==> src/rtl/sdi_video_extractor.sv <==
// Turns SDI ds1a/ds2a word streams and TRS flags into a qualified parallel video stream.
// Optional SDI_VIDEO_EXTRACTOR_ROUND_EN selects half-up rounding instead of truncation.
module sdi_video_extractor #(
    parameter int COMP_W      = 8,
    parameter int VSTART_LINE = 42,
    parameter int VEND_LINE   = 1122,
    parameter int ACTIVE_PIX  = 1920,
    parameter int PIX_CNT_W   = 12
) (
    input  logic                   clk_sdi,
    input  logic                   rst_n,
    input  logic                   rx_ce,
    input  logic [9:0]             rx_ds1a,
    input  logic [9:0]             rx_ds2a,
    input  logic                   rx_trs,
    input  logic                   rx_sav,
    input  logic                   rx_eav,
    input  logic [10:0]            rx_line_number,
    input  logic                   err_clr,
    output logic                   clk_vid,
    output logic                   vid_hblank,
    output logic                   vid_vblank,
    output logic                   vid_active_vid_en,
    output logic [2*COMP_W-1:0]    vid_data,
    output logic                   vid_sof,
    output logic                   vid_eol,
    output logic [PIX_CNT_W-1:0]   vid_pix_cnt,
    output logic                   err_short_line,
    output logic                   err_long_line
);

    typedef enum logic [1:0] {H_BLANK, H_ACTIVE, H_OVER} h_state_t;

    localparam logic [PIX_CNT_W-1:0] LAST_PIX = PIX_CNT_W'(ACTIVE_PIX - 1);
    localparam logic [10:0]          VSTART   = 11'(VSTART_LINE);
    localparam logic [10:0]          VEND     = 11'(VEND_LINE);

    assign clk_vid = clk_sdi;

    logic [COMP_W-1:0] y_conv;
    logic [COMP_W-1:0] c_conv;

    generate
        if (COMP_W == 10) begin : g_pass
            assign y_conv = rx_ds1a[9 -: COMP_W];
            assign c_conv = rx_ds2a[9 -: COMP_W];
        end else begin : g_narrow
`ifdef SDI_VIDEO_EXTRACTOR_ROUND_EN
            localparam logic [10:0] HALF = 11'(1) << (9 - COMP_W);
            logic [10:0] y_sum;
            logic [10:0] c_sum;
            logic        unused_bits;
            assign y_sum  = {1'b0, rx_ds1a} + HALF;
            assign c_sum  = {1'b0, rx_ds2a} + HALF;
            // A carry out of bit 9 means the rounded value no longer fits: clamp.
            assign y_conv = y_sum[10] ? {COMP_W{1'b1}} : y_sum[9 -: COMP_W];
            assign c_conv = c_sum[10] ? {COMP_W{1'b1}} : c_sum[9 -: COMP_W];
            assign unused_bits = ^{y_sum, c_sum};
`else
            logic unused_bits;
            assign y_conv = rx_ds1a[9 -: COMP_W];
            assign c_conv = rx_ds2a[9 -: COMP_W];
            assign unused_bits = ^{rx_ds1a, rx_ds2a};
`endif
        end
    endgenerate

    h_state_t               h_state_q, h_state_d;
    logic [PIX_CNT_W-1:0]   cnt_q, cnt_d;
    logic                   vvalid_q, vvalid_d;
    logic                   sof_arm_q, sof_arm_d;
    logic                   act_q, act_d;
    logic                   sof_q, sof_d;
    logic                   eol_q, eol_d;
    logic                   hblank_q, hblank_d;
    logic                   vblank_q, vblank_d;
    logic [2*COMP_W-1:0]    data_q, data_d;
    logic [PIX_CNT_W-1:0]   pix_q, pix_d;
    logic                   err_short_q, err_short_d;
    logic                   err_long_q, err_long_d;

    logic trs_any;
    logic act_sample;
    logic eol_sample;
    logic short_set;
    logic long_set;

    // EAV/SAV XYZ flags are treated as TRS words even if rx_trs is missed.
    assign trs_any = rx_trs | rx_sav | rx_eav;

    always_comb begin
        h_state_d   = h_state_q;
        cnt_d       = cnt_q;
        vvalid_d    = vvalid_q;
        sof_arm_d   = sof_arm_q;
        act_sample  = 1'b0;
        eol_sample  = 1'b0;
        short_set   = 1'b0;
        long_set    = 1'b0;
        act_d       = 1'b0;
        sof_d       = 1'b0;
        eol_d       = 1'b0;
        hblank_d    = hblank_q;
        vblank_d    = vblank_q;
        data_d      = data_q;
        pix_d       = pix_q;
        err_short_d = err_clr ? 1'b0 : err_short_q;
        err_long_d  = err_clr ? 1'b0 : err_long_q;

        if (rx_ce) begin
            if (rx_sav) begin
                if (rx_line_number == VSTART) begin
                    vvalid_d = 1'b1;
                    if (!vvalid_q) begin
                        sof_arm_d = 1'b1;
                    end
                end
                if (rx_line_number == VEND) begin
                    vvalid_d = 1'b0;
                end
            end

            case (h_state_q)
                H_BLANK: begin
                    if (rx_sav) begin
                        h_state_d = H_ACTIVE;
                        cnt_d     = '0;
                    end
                end
                H_ACTIVE: begin
                    if (rx_sav) begin
                        short_set = 1'b1;
                        cnt_d     = '0;
                    end else if (trs_any) begin
                        short_set = 1'b1;
                        h_state_d = H_BLANK;
                    end else begin
                        act_sample = 1'b1;
                        if (cnt_q == LAST_PIX) begin
                            eol_sample = 1'b1;
                            h_state_d  = H_OVER;
                            cnt_d      = '0;
                        end else begin
                            cnt_d = cnt_q + 1'b1;
                        end
                    end
                end
                H_OVER: begin
                    if (rx_sav) begin
                        h_state_d = H_ACTIVE;
                        cnt_d     = '0;
                    end else if (trs_any) begin
                        h_state_d = H_BLANK;
                    end else begin
                        long_set = 1'b1;
                    end
                end
                default: begin
                    h_state_d = H_BLANK;
                end
            endcase

            act_d = act_sample & vvalid_q;
            eol_d = eol_sample & vvalid_q;
            sof_d = act_d & sof_arm_q & (cnt_q == '0);
            if (sof_d || !vvalid_d) begin
                sof_arm_d = 1'b0;
            end

            hblank_d = ~act_d;
            vblank_d = ~vvalid_d;
            data_d   = {c_conv, y_conv};
            if (act_sample) begin
                pix_d = cnt_q;
            end
        end

        // A new error in the same cycle as err_clr must not be lost.
        if (short_set) begin
            err_short_d = 1'b1;
        end
        if (long_set) begin
            err_long_d = 1'b1;
        end
    end

    always_ff @(posedge clk_sdi or negedge rst_n) begin
        if (!rst_n) begin
            h_state_q   <= H_BLANK;
            cnt_q       <= '0;
            vvalid_q    <= 1'b0;
            sof_arm_q   <= 1'b0;
            act_q       <= 1'b0;
            sof_q       <= 1'b0;
            eol_q       <= 1'b0;
            hblank_q    <= 1'b1;
            vblank_q    <= 1'b1;
            data_q      <= '0;
            pix_q       <= '0;
            err_short_q <= 1'b0;
            err_long_q  <= 1'b0;
        end else begin
            h_state_q   <= h_state_d;
            cnt_q       <= cnt_d;
            vvalid_q    <= vvalid_d;
            sof_arm_q   <= sof_arm_d;
            act_q       <= act_d;
            sof_q       <= sof_d;
            eol_q       <= eol_d;
            hblank_q    <= hblank_d;
            vblank_q    <= vblank_d;
            data_q      <= data_d;
            pix_q       <= pix_d;
            err_short_q <= err_short_d;
            err_long_q  <= err_long_d;
        end
    end

    assign vid_hblank        = hblank_q;
    assign vid_vblank        = vblank_q;
    assign vid_active_vid_en = act_q;
    assign vid_data          = data_q;
    assign vid_sof           = sof_q;
    assign vid_eol           = eol_q;
    assign vid_pix_cnt       = pix_q;
    assign err_short_line    = err_short_q;
    assign err_long_line     = err_long_q;

endmodule

==> config.mk <==
export PLATFORM = sky130hd
export DESIGN_NAME = sdi_video_extractor
export DESIGN_NICKNAME = d
export VERILOG_FILES = /design/src/rtl/sdi_video_extractor.sv
export SDC_FILE = /design/constraint.sdc
export NUM_CORES = 1
export LEC_CHECK = 0
export BUFFER_PORTS_ARGS = -buffer_cell sky130_fd_sc_hd__buf_2
export CAP_MARGIN = 10
export CORE_MARGIN = 10
export CORE_UTILIZATION = 54
export DETAILED_ROUTE_END_ITERATION = 7
export GPL_TIMING_DRIVEN = 0
export PLACE_DENSITY = 0.85
export SYNTH_ARGS = -nofsm -noshare
export SYNTH_HDL_FRONTEND = slang
export SYNTH_SLANG_ARGS = --single-unit
==> constraint.sdc <==
create_clock -name clk_sdi -period 2.7 [get_ports clk_sdi]
set_clock_uncertainty 0.1 [all_clocks]
set_input_delay 0.135 -clock clk_sdi [delete_from_list [all_inputs] [get_ports clk_sdi]]
set_output_delay 0.135 -clock clk_sdi [all_outputs]
set_load 0.01 [all_outputs]
==> metrics, run 1 <==
internal power=1.31 mW; # DRC=0; GRT Util Overall=0.163; Final Power=1.74 mW; GRT overflow=0; DIE AREA=7140 um2; Pleak=1.45 nW; register area share after synthesis=0.569; worst min path class=input pin to flop; PwrDens=579 nW/um2; Finished Cell Area=3000 um2; Synth Area in XOR/XNOR=0.0117; Synth Warn #=0; RePlAce Congestion=0.873; fraction of the mapped netlist area in adder cells=0.0111; setup bufs post-CTS=0; DR WL/cell=16.4 um; FILL cells=274; vias in the first global route=1970; synth unique cells=48; PnR worst setup slack=0.647 ns; multiplexer area fraction after synthesis=0.125; Die Y=84.5 um; largest net degree at the start of global routing=52; final period utilization=0.760; number of diodes=0; Peak supply drop=0.547 mV; setup TNS=0 ns; clock-pin slew on the worst setup and hold paths=0.09 ns; async set or reset register ratio after synthesis=1.00; Sequential Power Share=0.482; CP Launch Type=clock port; Setup WS pre-CTS=0.712 ns; final setup vio count=0; final antenna-violating net count=0; Period minus WS final=2.05 ns; crit end category=primary output; CP required=2.47 ns; Core ar.=4000 um2; Mapped Avg Cell Area=11.8 um2; commonest cells after routing, fill and taps aside=buf_2 (70), dfrtp_1 (49), mux2_1 (25); CTS Hold Bufs=20; CP cell instances=clkbuf_8, clkbuf_8, buf_4, buf_2; first-pass GRT wire length=9.42 mm; drt pass-1 iters=4; leading register cell type out of synthesis=dfrtp_1; Syn Nets=231; Area Overhead vs Synth=33.7%; area of the multi-input gates=908 um2; Port Buffers=68; critical-path maximum fanout=2; Setup CP Type=clock port to primary output; Worst Tran Pin Value=1.11 ns; Gate power share=0.123; Synth Area in Simple Gates=0.159; reg2reg path depth=5; Psw=0.428 mW; EDFF count, synth=0; Compound-Gate Fraction of Synth Area=0.0975; Worst Hold Depth=5; Initial Utilization=0.561; Post-Route WL=5.56 mm; storage element area=1280 um2; Core Rows=23; largest family of logic cells by synthesized area=simple AND/OR/NAND/NOR gates; family with the most delay on the worst path=buffers and inverters; via count=1903; die extent in x=84.5 um; Post-DP Area=2650 um2; max_cap viols=0; vias per cell=5.60; Initial DRC Count=92; Most common cell on crit path=clkbuf_8; RSZ-0062 raised after global routing=false; initial antenna violation count=0; Worst path slowest cell=buf_2; I/O Pins=74; Final nets=329; share of layout cells above drive strength 1=0.310; status=completed; Final Hold Fails=0; Max-slew headroom=0.262; Mapped Cells=191; Synth Cell Area=2250 um2; CP bufs+invs=4; Critical Path Max Stage Delay=0.13 ns; Clk Latency, worst-skew pair=0.42 ns; post-cts resize count=0; WP depth=4; CTS tree=yes; Clk pwr share=0.396; Peak Freq=490 MHz; Switching Share=0.246; most common cell after layout, fill and taps aside=buf_2; Worst EP arrival=1.82 ns; Slew Viols, Final=0; post-DP HPWL=3.81 mm; register bit count reported by yosys=51
## worst register-to-register path, stage by stage (launching register included)
cell and delay (ns):
dfrtp_1 0.42, ha_1 0.22, and2_1 0.17, nand4_1 0.26, a21oi_1 0.61, nor2_1 0.12
## flip-flops by register name, indices dropped and copies added (netlist names), 2 cells and up
name         cells
h_state_q        2
vid_data        16
cnt_q           12
vid_pix_cnt     12
## final cells by class
class	count	area share
Sequential cell	51	0.426
Multi-Input combinational cell	126	0.302
Timing Repair Buffer	87	0.178
Clock buffer	9	0.0383
Tap cell	50	0.0208
Clock inverter	3	0.0146
Inverter	8	0.0100
Buffer	6	0.00958
## power groups by stage
stage                     Combinational (mW)  Sequential [mW]  Clock [mW]
after floorplan                       0.0780            0.867      0.0305
after global placement                 0.186            0.849      0.0423
after detailed placement               0.192            0.852      0.0423
after CTS                              0.215            0.838       0.711
after global routing                   0.236            0.845       0.742
final                                  0.213            0.838       0.688
## final timing paths
check                                  startpoint      endpoint  slack, ns
worst max-delay path                      clk_sdi       clk_vid       0.65
worst min-delay path            rx_line_number[4]    vid_vblank       0.03
worst max register to register           cnt_q[0]      cnt_q[3]       0.66
worst min register to register         vid_vblank    vid_vblank       0.38
max in group asynchronous                   rst_n  h_state_q[1]       1.46
min in group asynchronous                   rst_n      cnt_q[1]       0.37
## routing by layer
metal | wire [um] | GRT usage | vias to the layer above | part of all wire
li1 | - | - | 887 | -
met1 | 2360 | 0.182 | 941 | 0.42
met2 | 2740 | 0.256 | 65 | 0.49
met3 | 332 | 0.0618 | 10 | 0.060
met4 | 125 | 0.103 | 0 | 0.022
met5 | 0 | 0 | - | 0
## Yosys cell counts, types with 3 or more instances
library cell,n,area [um2]
nand4_1,3,18.8
mux2_1,25,282
a21oi_1,6,30.0
or4_1,3,22.5
dfrtp_1,49,1230
nand2_1,13,48.8
o21ai_1,11,55.1
clkbuf_1,3,11.3
o21ai_0,3,15.0
o31ai_1,4,30.0
nand3_1,6,30.0
nor2_1,12,45.0
inv_1,7,26.3
## through the flow
stage          utilization  hold slack [ns]  std cells
2_1_floorplan            -           -0.261        191
3_3_place_gp         0.662            0.216        309
3_5_place_dp         0.662            0.216        309
4_1_cts              0.751           0.0152        340
5_1_grt              0.751           0.0483        340
6_report             0.751           0.0288        340
## cells by family (layout without fill, tap and decap cells)
group,Yosys count,count (layout)
adder cells (fa/ha/maj),2,2
buffers and inverters,14,113
AO/OA/AOI/OAI,35,35
multiplexers,25,25
XOR/XNOR,3,3
flip-flops,51,51
AND/OR/NAND/NOR,61,61
Power figures use the tool's default switching activity.
==> inputs of run 2 (changes only) <==
--- a/config.mk
+++ b/config.mk
@@ -8,10 +8,10 @@
 export BUFFER_PORTS_ARGS = -buffer_cell sky130_fd_sc_hd__buf_2
 export CAP_MARGIN = 10
 export CORE_MARGIN = 10
-export CORE_UTILIZATION = 54
+export CORE_UTILIZATION = 45
 export DETAILED_ROUTE_END_ITERATION = 7
 export GPL_TIMING_DRIVEN = 0
-export PLACE_DENSITY = 0.85
+export PLACE_DENSITY = 0.75
 export SYNTH_ARGS = -nofsm -noshare
 export SYNTH_HDL_FRONTEND = slang
 export SYNTH_SLANG_ARGS = --single-unit
==> constraint.sdc (replaced) <==
create_clock -name clk_sdi -period 1.7 [get_ports clk_sdi]
set_clock_uncertainty 0.1 [all_clocks]
set_input_delay 0.085 -clock clk_sdi [delete_from_list [all_inputs] [get_ports clk_sdi]]
set_output_delay 0.085 -clock clk_sdi [all_outputs]
set_load 0.01 [all_outputs]
==> metrics, run 2 (synthesized netlist as in run 1, its figures left out) <==
Clk Latency, worst-skew pair=0.41 ns (was 0.42 ns); hold_ws=0.124 ns (was 0.0288 ns); Worst EP arrival=1.94 ns (was 1.82 ns); max reg flops=16 (unchanged); final antenna-violating net count=0 (unchanged); initial antenna violation count=0 (unchanged); FILL cells=354 (was 274); Setup WS pre-CTS=-0.251 ns (was 0.712 ns); Post-Layout Cell Count=373 (was 340); Post-Route WL=5.97 mm (was 5.56 mm); most common cell after layout, fill and taps aside=buf_2 (unchanged); Port Buffers=68 (unchanged); Hold Crit Start=rx_sav (was rx_line_number[4]); DR WL/cell=16.0 um (was 16.4 um); Area Overhead vs Synth=45.0% (was 33.7%); Die Y=90.6 um (was 84.5 um); Initial DRC Count=115 (was 92); final setup vio count=0 (unchanged); Max-slew headroom=0.264 (was 0.262); Post-DP Area=2670 um2 (was 2650 um2); share of layout cells above drive strength 1=0.389 (was 0.310); Finished Cell Area=3260 um2 (was 3000 um2); Reg2Reg Launch Point=h_state_q[0] (was cnt_q[0]); RSZ-0062 raised after global routing=true (was false); worst min path class=input pin to flop (unchanged); reg2reg path depth=5 (unchanged); Final Hold Fails=0 (unchanged); # DRC=0 (unchanged); RePlAce Congestion=0.773 (was 0.873); Core Rows=25 (was 23); number of diodes=0 (unchanged); die extent in x=90.6 um (was 84.5 um); crit end category=flop (was primary output); vias per cell=5.23 (was 5.60); Slew Viols, Final=0 (unchanged); Setup CP Type=flop to flop (was clock port to primary output); Core Util, Final=0.680 (was 0.751); Worst Tran Pin Value=1.10 ns (was 1.11 ns); DIE AREA=8220 um2 (was 7140 um2); I/O Pins=74 (unchanged); first-pass GRT wire length=9.82 mm (was 9.42 mm); critical-path maximum fanout=7 (was 2); Peak supply drop=0.672 mV (was 0.547 mV); commonest cells after routing, fill and taps aside=buf_2 (69), dfrtp_1 (43), mux2_1 (25), dlygate4sd3_1 (25) (was buf_2 (70), dfrtp_1 (49), mux2_1 (25)); via count=1951 (was 1903); GRT Util Overall=0.150 (was 0.163); Setup crit start=h_state_q[0] (was clk_sdi); Critical R2R Capture=cnt_q[10] (was cnt_q[3]); max_cap viols=0 (unchanged); CTS tree=yes (unchanged); PnR worst setup slack=0.000724 ns (was 0.647 ns); Core ar.=4790 um2 (was 4000 um2); Final nets=345 (was 329); vias in the first global route=1999 (was 1970); clock-pin slew on the worst setup and hold paths=0.09 ns (about the same); GRT overflow=0 (unchanged); Peak Freq=588 MHz; Initial Utilization=0.469 (was 0.561); Period minus WS final=1.70 ns; worst setup path end=cnt_q[10] (was clk_vid); CP required=1.94 ns (was 2.47 ns); Cells after DPL=326 (was 309); CP Launch Type=flop (was clock port); largest net degree at the start of global routing=52 (unchanged); setup TNS=0 ns (unchanged); PwrDens=835 nW/um2 (was 579 nW/um2); Final Power=2.72 mW (was 1.74 mW); status=completed (unchanged); Pleak=1.53 nW (was 1.45 nW); post-DP HPWL=3.72 mm (was 3.81 mm); Reg2Reg Setup Slack=0.0007 ns (was 0.66 ns); drt pass-1 iters=4 (unchanged); final period utilization=1.00
run 2: routing by layer:
metal / global-route usage / part of all wire / wire, um
met1: 0.172 / 0.41 / 2450
met5: 0 / 0 / 0
met2: 0.229 / 0.51 / 3020
met4: 0.0928 / 0.017 / 100
met3: 0.0582 / 0.067 / 402
run 2: worst max-delay path: stages, from the launching register on:
cell and delay [ns]:
dfrtp_2 0.45, nor3b_4 0.21, buf_6 0.15, o21ai_4 0.07, or4_4 0.49, a21oi_2 0.16
run 2: where the power goes:
part	switching, mW	leakage (nW)	internal, mW	total, mW
combinational	0.196	0.804	0.193	0.389
sequential	0.0405	0.649	1.29	1.33
clock	0.435	0.0818	0.566	1.00
run 2: what timing repair did:
item / CTS / global route
buffers inserted: 7 / 5
setup endpoints to repair: 10 / 22
hold buffers: 25 / 0
resized for setup: 10 / 18
pin swaps: 5 / 6
endpoints found under the hold margin: 72 / 0
cloned: 0 / 0
run 2: worst min path at each step:
stage                               to  cells after the start  slack (ns)
after detailed placement       clk_vid                      2        0.17
after CTS                 h_state_q[1]                      4        0.05
after floorplan               cnt_q[0]                      0       -0.31
final                     h_state_q[1]                      4        0.12
after global placement         clk_vid                      2        0.17
after global routing         cnt_q[10]                      5        0.12
run 2: area by class of cell:
type                       count  area, um2  area share
clock buffer                  12        146      0.0450
tap                           67       83.8      0.0257
sequential                    51       1290       0.395
buffer                         5       25.0     0.00769
timing repair buffer         104        679       0.209
multi-input combinational    126       1000       0.309
inverter                       8       30.0     0.00922
==> inputs of run 3 (changes only) <==
--- a/config.mk
+++ b/config.mk
@@ -7,7 +7,7 @@
 export LEC_CHECK = 0
 export BUFFER_PORTS_ARGS = -buffer_cell sky130_fd_sc_hd__buf_2
 export CAP_MARGIN = 10
-export CORE_MARGIN = 10
+export CORE_MARGIN = 2
 export CORE_UTILIZATION = 45
 export DETAILED_ROUTE_END_ITERATION = 7
 export GPL_TIMING_DRIVEN = 0
==> metrics, run 3 (synthesized netlist as in run 1, its figures left out) <==
met2 WL=2.78 mm (was 3.02 mm); PwrDens=810 nW/um2 (was 835 nW/um2); highest routed layer=met4 (unchanged); CTS tree=yes (unchanged); critical-path maximum fanout=4 (was 7); crit end category=flop (unchanged); Post-DP Area=2670 um2 (unchanged); post-DP HPWL=3.22 mm (was 3.72 mm); Setup WS pre-CTS=-0.319 ns (was -0.251 ns); PnR worst setup slack=0.0205 ns (was 0.000724 ns); Final Power=2.65 mW (was 2.72 mW); Core Rows=25 (unchanged); Clk Latency, worst-skew pair=0.40 ns (was 0.41 ns); drt pass-1 iters=6 (was 4); Peak Freq=595 MHz (was 588 MHz); Finished Cell Area=3270 um2 (was 3260 um2); reg2reg path depth=4 (was 5); Met3 Wirelength=407 um (was 402 um); GRT Util Overall=0.210 (was 0.150); DR WL/cell=14.8 um (was 16.0 um); Worst EP arrival=1.91 ns (was 1.94 ns); Worst Tran Pin Value=0.615 ns (was 1.10 ns); RePlAce Congestion=0.756 (was 0.773); I/O Pins=74 (unchanged); first-pass GRT wire length=8.56 mm (was 9.82 mm); FILL cells=366 (was 354); Final Hold Fails=0 (unchanged); vias per cell=5.29 (was 5.23); max reg flops=16 (unchanged); CP Launch Type=flop (unchanged); Initial DRC Count=117 (was 115); Slew Viols, Final=0 (unchanged); Area Overhead vs Synth=45.7% (was 45.0%); final period utilization=0.988 (was 1.00); Period minus WS final=1.68 ns (was 1.70 ns); final antenna-violating net count=0 (unchanged); setup TNS=0 ns (unchanged); GRT overflow=0 (unchanged); worst min path class=input pin to flop (unchanged); Core Util, Final=0.688 (was 0.680); Max-slew headroom=0.590 (was 0.264); die extent in x=74.6 um (was 90.6 um); largest net degree at the start of global routing=52 (unchanged); Die Y=74.6 um (was 90.6 um); Peak supply drop=0.794 mV (was 0.672 mV); status=completed (unchanged); Pleak=1.54 nW (was 1.53 nW); Initial Utilization=0.472 (was 0.469); max_cap viols=0 (unchanged); DIE AREA=5570 um2 (was 8220 um2); Core ar.=4750 um2 (was 4790 um2); Cells after DPL=326 (unchanged); Final nets=349 (was 345); via count=1996 (was 1951); Worst Hold Depth=5 (was 4); Post-Route WL=5.60 mm (was 5.97 mm); Setup CP Type=flop to flop (unchanged); commonest cells after routing, fill and taps aside=buf_2 (69), dfrtp_1 (44), mux2_1 (25) (was buf_2 (69), dfrtp_1 (43), mux2_1 (25), dlygate4sd3_1 (25)); Metal-1 WL=2.27 mm (was 2.45 mm); clock-pin slew on the worst setup and hold paths=0.09 ns (about the same); Post-Layout Cell Count=377 (was 373); final setup vio count=0 (unchanged); vias in the first global route=1964 (was 1999); initial antenna violation count=0 (unchanged); RSZ-0062 raised after global routing=true (unchanged); share of layout cells above drive strength 1=0.384 (was 0.389); most common cell after layout, fill and taps aside=buf_2 (unchanged); Port Buffers=68 (unchanged); CP required=1.93 ns (was 1.94 ns); hold_ws=0.0150 ns (was 0.124 ns); number of diodes=0 (unchanged); Reg2Reg Setup Slack=0.02 ns (was 0.0007 ns); # DRC=0 (unchanged)
run 3: final cells by class:
class / count / area, um2 / share of cell area
Multi-Input combinational cell: 127 / 1010 / 0.309
Timing Repair Buffer: 107 / 712 / 0.218
Inverter: 8 / 30.0 / 0.00918
Buffer: 5 / 23.8 / 0.00727
Sequential cell: 51 / 1280 / 0.393
Clock inverter: 1 / 5.00 / 0.00153
Clock buffer: 11 / 123 / 0.0375
Tap cell: 67 / 83.8 / 0.0256
run 3: final timing paths:
path,start,to
max,h_state_q[1],cnt_q[11]
min,rx_line_number[8],sof_arm_q
max reg2reg,h_state_q[1],cnt_q[11]
min reg2reg,vid_pix_cnt[0],vid_pix_cnt[0]
max in group asynchronous,rst_n,vid_vblank
min in group asynchronous,rst_n,vid_data[0]
run 3: critical path, stage by stage, from the launching register on:
cell	delay, ns
dfrtp_2	0.47
a21boi_4	0.29
o2111ai_4	0.16
or4_1	0.42
a21oi_1	0.16
run 3: metal layers:
metal | vias to the layer above | track usage
met4 | 0 | 0.109
li1 | 930 | -
met5 | - | 0
met3 | 15 | 0.0736
met1 | 960 | 0.224
met2 | 91 | 0.368
run 3: repair_timing:
item,CTS,global route
setup buffers,8,7
hold buffers,24,1
pin swaps,2,6
setup endpoints to repair,10,19
gates resized for setup,10,14
hold endpoints to repair,71,9
gates cloned,0,1
run 3: where the power goes:
part / internal [mW] / switching [mW] / leakage [nW]
Clock: 0.484 / 0.436 / 0.0725
Sequential: 1.29 / 0.0380 / 0.650
Combinational: 0.204 / 0.200 / 0.817
Total: 1.98 / 0.675 / 1.54
